`src/rtl/fir_decim.sv`:
```
// fir_decim: streaming FIR with optional decimation, FWFT input FIFO to output FIFO.
// One tap per cycle, each product dequantized with round-toward-zero division.
module fir_decim #(
  parameter int DECIMATION = 1,
  parameter int TAPS = 32,
  parameter int DATA_WIDTH = 32,
  parameter logic signed [0:TAPS-1][DATA_WIDTH-1:0] coeff = '0,
  parameter int QUANT_BITS = 10
) (
  input  logic                  clk,
  input  logic                  rst,
  output logic                  x_in_rd_en,
  input  logic                  x_in_empty,
  input  logic [DATA_WIDTH-1:0] x_in,
  output logic [DATA_WIDTH-1:0] y_out,
  output logic                  y_out_wr_en,
  input  logic                  y_out_full
);
  localparam int AW = TAPS > 1 ? $clog2(TAPS) : 1;
  localparam logic [1:0] S_LOAD = 2'd0, S_MAC = 2'd1, S_WRITE = 2'd2;
  logic [1:0] state_q, state_d;
  logic [AW-1:0] cnt_q, cnt_d, tap;
  logic signed [DATA_WIDTH-1:0] acc_q, acc_d, prod, bias;
  logic [DATA_WIDTH-1:0] y_q, y_d;
  logic [DATA_WIDTH-1:0] x_q [TAPS];
  logic [DATA_WIDTH-1:0] x_d [TAPS];
  always_comb begin
    state_d = state_q;
    cnt_d = cnt_q;
    acc_d = acc_q;
    y_d = y_q;
    x_d = x_q;
    x_in_rd_en = rst && state_q == S_LOAD && !x_in_empty;
    y_out_wr_en = state_q == S_WRITE && !y_out_full;
    tap = AW'(TAPS - 1) - cnt_q;
    prod = $signed(coeff[tap]) * $signed(x_q[cnt_q]);
    // biasing negatives by 2^Q-1 turns the arithmetic shift into truncation toward zero
    bias = prod[DATA_WIDTH-1] ? DATA_WIDTH'((1 << QUANT_BITS) - 1) : '0;
    if (x_in_rd_en) begin
      for (int j = TAPS - 1; j > 0; j--) x_d[j] = x_q[j-1];
      x_d[0] = x_in;
      cnt_d = cnt_q == AW'(DECIMATION - 1) ? '0 : cnt_q + 1'b1;
      acc_d = cnt_q == AW'(DECIMATION - 1) ? '0 : acc_q;
      state_d = cnt_q == AW'(DECIMATION - 1) ? S_MAC : S_LOAD;
    end
    if (state_q == S_MAC) begin
      acc_d = acc_q + ((prod + bias) >>> QUANT_BITS);
      cnt_d = cnt_q == AW'(TAPS - 1) ? '0 : cnt_q + 1'b1;
      y_d = cnt_q == AW'(TAPS - 1) ? acc_d : y_q;
      state_d = cnt_q == AW'(TAPS - 1) ? S_WRITE : S_MAC;
    end
    if (y_out_wr_en) state_d = S_LOAD;
  end
  always_ff @(posedge clk or negedge rst) begin
    if (!rst) begin
      state_q <= S_LOAD;
      cnt_q <= '0;
      acc_q <= '0;
      y_q <= '0;
      x_q <= '{default: '0};
    end else begin
      state_q <= state_d;
      cnt_q <= cnt_d;
      acc_q <= acc_d;
      y_q <= y_d;
      x_q <= x_d;
    end
  end
  assign y_out = y_q;
endmodule

```
`config.mk`:
```
export PLATFORM = sky130hd
export DESIGN_NAME = fir_decim
export DESIGN_NICKNAME = d
export VERILOG_FILES = /design/src/rtl/fir_decim.sv
export SDC_FILE = /design/constraint.sdc
export NUM_CORES = 1
export LEC_CHECK = 0
export CORE_UTILIZATION = 29
export DETAILED_ROUTE_END_ITERATION = 10
export PLACE_DENSITY = 0.79
export SLEW_MARGIN = 20
export SYNTH_ARGS = -nofsm -noshare
export SYNTH_HDL_FRONTEND = slang
export SYNTH_SLANG_ARGS = --single-unit
export TNS_END_PERCENT = 1
```
`constraint.sdc`:
```
create_clock -name clk -period 2 [get_ports clk]
set_input_delay 0.2 -clock clk [delete_from_list [all_inputs] [get_ports clk]]
set_output_delay 0.2 -clock clk [all_outputs]
set_load 0.005 [all_outputs]
```
* Word-level counts from Yosys, hierarchy flattened
Memory sizes are Yosys's and may differ from the RTL's.
Cells that the tools add are included.
** Storage, ports and cells
- Flip-flop bits (word level) :: 1095
- Latch bits :: 0
- Memory bits (writable) :: 0
- Bits in read-only memories :: 1024
- Output and inout bits :: 34
- Memories kept :: 1
** Memories
- (no name shown) :: depth 32, width 32, rd ports 1, clocked after Yosys merged registers in 0, write ports 0, line 36 : prod = $signed(coeff[tap]) * $signed(x_q[cnt_q]);
** Cells by class
- Add/subtract/negate cells :: 4
- $mul :: 1
- Divide/modulo/power cells :: 0
- $lt $le $gt $ge :: 2
- Equal/unequal tests :: 3
- Shift operators :: 0
- Multiplexer cells :: 18
- Bitwise gates (word level) :: 2
- Reduce and logical (&&, ||, !) cells :: 12
** Operator list (count)
- $mux W32 :: 7
- $bmux W32 S5 :: 1
- $add A32 B11 Y32 :: 1
- $add A32 B22 Y32 :: 1
- $mul A32 B32 Y32 :: 1
- $mux W5 :: 4
- $ge A6 B6 Y1 const B :: 2
- $not A5 Y6 :: 2
- $mux W10 :: 1
- $mux W2 :: 4
- $add A5 B1 Y5 const B :: 1
- $eq A5 B5 Y1 const B :: 1
- $logic_not A5 Y1 :: 1
- $sub A5 B5 Y5 const A :: 1
- $reduce_and A2 Y1 :: 2
- $reduce_bool A2 Y1 :: 2
- $logic_and A1 B1 Y1 :: 3
- $reduce_bool A3 Y1 :: 1
- $eq A2 B1 Y1 const B :: 1
- $eq A2 B2 Y1 const B :: 1
- $logic_not A1 Y1 :: 2
- $logic_not A2 Y1 :: 1
- $mux W1 :: 1

* Depth between registers and ports, before layout
- Depth in word-level cells :: 10
- Gate-level depth with buffers :: 7
- Depth with buffers taken out :: 7

* Worst setup path before layout
No wires, ideal clock.
- Kind :: reg-to-reg
- From :: register cnt_q[0]
- To :: register cnt_q[2]
- Library setup time :: 0.137 ns
- Data arrival time :: 1.280 ns
- Required time :: 1.863 ns
- Slack :: 0.582 ns
- Cell stages (with the launch flop) :: 6
- Path buffers :: 0
- Path through :: dfrtp_1 inv_1 ha_1 or4b_4 o221ai_1 a22oi_1
** Between the ends
- Longest elaborated chain between the ends :: 4
- Elaborated cells on any way between the ends :: 7
- Classes of those cells :: 1 x add/sub; 1 x eq/ne; 4 x mux; 1 x reduce/logical
** RTL lines
- start, declared :: line 22 : logic [AW-1:0] cnt_q, cnt_d, tap;
- start signal, assigned :: line 63 : cnt_q <= cnt_d;
- $add A5 B1 Y5 or $logic_not A5 Y1 (tied branches) :: line 42, 48
- $mux W5 :: line 42 : cnt_d = cnt_q == AW'(DECIMATION - 1) ? '0 : cnt_q + 1'b1;
- $mux W5 :: line 39 : if (x_in_rd_en) begin
- $mux W5 (*) :: line 46 : if (state_q == S_MAC) begin
Every way passes the cells marked *; elsewhere a longest branch is shown, timed or not. The select of a mux whose other input is x is not followed.
A chain may end at the register's enable or synchronous reset.

* Worst setup path after layout
- From :: register state_q[1]
- To :: output y_out_wr_en
** Between the ends
- Longest elaborated chain between the ends :: 2
** RTL lines
- start, declared :: line 21 : logic [1:0] state_q, state_d;
- start signal, assigned :: line 62 : state_q <= state_d;
- $eq A2 B2 Y1 :: line 34 : y_out_wr_en = state_q == S_WRITE && !y_out_full;
- $logic_and A1 B1 Y1 :: line 34
- end, declared :: line 16 : output logic y_out_wr_en,
No other way between the ends.

==> impl_metrics.tcl <==
set metrics [dict create \
    hold_class "in2async" \
    design.core.area_um2 2250 \
    whs_ns 0.255 \
    fin_tns_setup_ns 0 \
    dpl_cell_area_um2 691 \
    fin_crit_sh_pct 87.5 \
    synth_cell_types 25 \
    place.gp.congestion 0.828 \
    fp-row-count 17 \
    power_frac_seq_pct 35.9 \
    power_w 0.000709 \
    ys_ff_latch 7 \
    yosysWarnings 0 \
    postRouteAntennaNets 0 \
    dp.cells 117 \
    crit_chain "buf_4 -> inv_1 -> nor3_1 -> clkdlybuf4s50_1" \
    postCtsHoldBufs 0 \
    wl_per_cell_um 8.76 \
    drc 0 \
    post_cts_buffers 0 \
    p_per_area_nw_per_um2 986 \
    worstSetupPathType "reg2out" \
    fin_cells 121 \
    critical_path_arrival_ns 1.55 \
    cellLeakagePower_nw 0.384 \
    initial_core_util_pct 31.4 \
    grt_pass1_vias 413 \
    peakVddDrop_uv 520 \
    fmax_ghz 0.572 \
    clkTransAtPathRegs_ns 0.06 \
    clk_latency_ns 0.26 \
    grt_pass1_wl_um 1630 \
    power_switching_w 0.000281 \
    outcome "completed" \
    min_period_ns 1.75 \
    synth.largest_area_cell "buf_4" \
    cp.required_ns 1.80 \
    fillers 255 \
    wl_um 1060 \
    maxCapViolations 0 \
    maxSlewViolCount 0 \
    antenna_found_initial 0 \
    cts_tree "built" \
    syn_inst 82 \
    die_h_um 51.4 \
    htreeDepth 1 \
    rsz0062_at_grt "no" \
    design_area_um2 719 \
    num_io_pins 70 \
    slowest_delay_ns 0.53 \
    layout.nets 134 \
    crit_slowest_cell "clkdlybuf4s50_1" \
    grt_max_degree 10 \
    track_usage_pct 8.77 \
    n_antenna_cell 0 \
    yosys-top-cells-area "buf_4, dfrtp_1, ha_1" \
    synth_area_um2 707 \
    layout-drive-gt1-share_pct 11.8 \
    cts-buffers-inserted 3 \
    synth_seq_area_share_pct 24.8 \
    place_hpwl_um 846 \
    grt.overflow.total 0 \
    cts-root-buf "clkbuf_4" \
    vias 472 \
    clock-sinks 7 \
    power.internal_w 0.000428 \
    final-hold-violation-count 0 \
    finalSetupViolCount 0 \
    drt_iter0_markers 5 \
    layout_commonest_cell "conb_1" \
    avgViaCountPerCell 3.90 \
    p_comb_share_pct 45.6 \
    cp-start-kind "flip-flop" \
    cp_max_fo 8 \
    synth_top_area_share_pct 34.0 \
    dieWidth_um 51.4 \
    portBuffers 5 \
    p_clk_share_pct 18.5 \
    swShare_pct 39.7 \
    final_cell_mix "conb_1, inv_1, dfrtp_1" \
    end_kind "output port" \
    syn_to_final_growth_pct 1.77 \
    die_area_um2 2640 \
    first_pass_iters 4 \
    skew_ns 0.00894 \
    cts_buffer_depth 2 \
    syn_avg_cell_area_um2 8.62 \
]
-- metal layers --
metal / part of all wire (%) / track usage, % / vias up / wire, µm
li1: - / - / 230 / -
met1: 43 / 10.1 / 214 / 457
met2: 46 / 12.1 / 28 / 489
met3: 11 / 6.25 / 0 / 113
met4: 0 / 4.05 / 0 / 0
met5: 0 / 0 / - / 0
-- state kept, by name, indices dropped and copies added (netlist names) --
name	cells
state_q	2
cnt_q	5
-- what timing repair did --
item	CTS	global route
endpoints found under the hold margin	0	0
gates resized for setup	0	1
endpoints found under the setup margin	0	1
-- power groups by stage --
stage / logic, W / clock network (W) / registers (W)
2_1_floorplan: 0.000283 / 0 / 0.000251
3_3_place_gp: 0.000308 / 0 / 0.000250
3_5_place_dp: 0.000320 / 0 / 0.000257
4_1_cts: 0.000324 / 0.000135 / 0.000254
5_1_grt: 0.000366 / 0.000146 / 0.000261
6_report: 0.000323 / 0.000131 / 0.000255
-- Yosys cell counts --
library cell / count
buf_4: 32
o21bai_1: 1
o22ai_1: 2
o221ai_1: 1
nand3b_1: 1
o21ai_1: 1
nor2_1: 3
o211ai_1: 1
nand3_2: 1
nand2_1: 2
inv_1: 7
dfrtp_1: 7
a21oi_1: 4
a221oi_1: 1
clkinv_2: 1
a22oi_2: 1
mux2_1: 1
a22oi_1: 1
or4b_4: 2
nor2b_1: 3
conb_1: 1
nor3_1: 1
nand3_1: 1
nand2b_1: 2
ha_1: 4
-- stage by stage --
step / util, % / setup WS (ns)
CTS: 31.8 / 0.0224
floorplan: - / 0.582
global route: 31.9 / 0.121
finish: 31.9 / 0.251
detailed placement: 30.6 / 0.0628
global placement: 30.6 / 0.0599
-- area by class of cell --
type	count	area, µm²	share of cell area, %
clock buffers	4	26.3	3.65
inverters	8	31.3	4.35
multi-input cells	66	377	52.3
flip-flops and latches	7	175	24.3
well taps	28	35.0	4.87
repair buffers	8	75.1	10.4
-- logic make-up after synthesis --
family          count (synthesis)  share of synthesized area (%)
buf+inv                        40                           38.4
simple gates                   16                           14.9
compound gates                 13                           12.7
flops                           7                           24.8
other cells                     1                          0.530
mux                             1                           1.59
fa+ha+maj                       4                           7.08
-- worst paths after layout --
| path | slack (ns) | from | cells after the start | to |
|---|---|---|---|---|
| min in group clk | 0.55 | cnt_q[1] | 1 | cnt_q[1] |
| worst max-delay path | 0.25 | state_q[1] | 4 | y_out_wr_en |
| max in group asynchronous | 1.61 | rst | 2 | cnt_q[0] |
| worst max register to register | 0.41 | cnt_q[1] | 7 | cnt_q[3] |
| worst min register to register | 0.55 | cnt_q[1] | 1 | cnt_q[1] |
| worst min-delay path | 0.26 | rst | 2 | cnt_q[2] |
-- worst max-delay path: cells and delay by family, from the launching register on --
family / cells / cell delay, ns
buffers and inverters: 3 / 0.76
and+or+nand+nor: 1 / 0.18
DFF: 1 / 0.36
No activity file was read; power rests on OpenSTA's default activity.
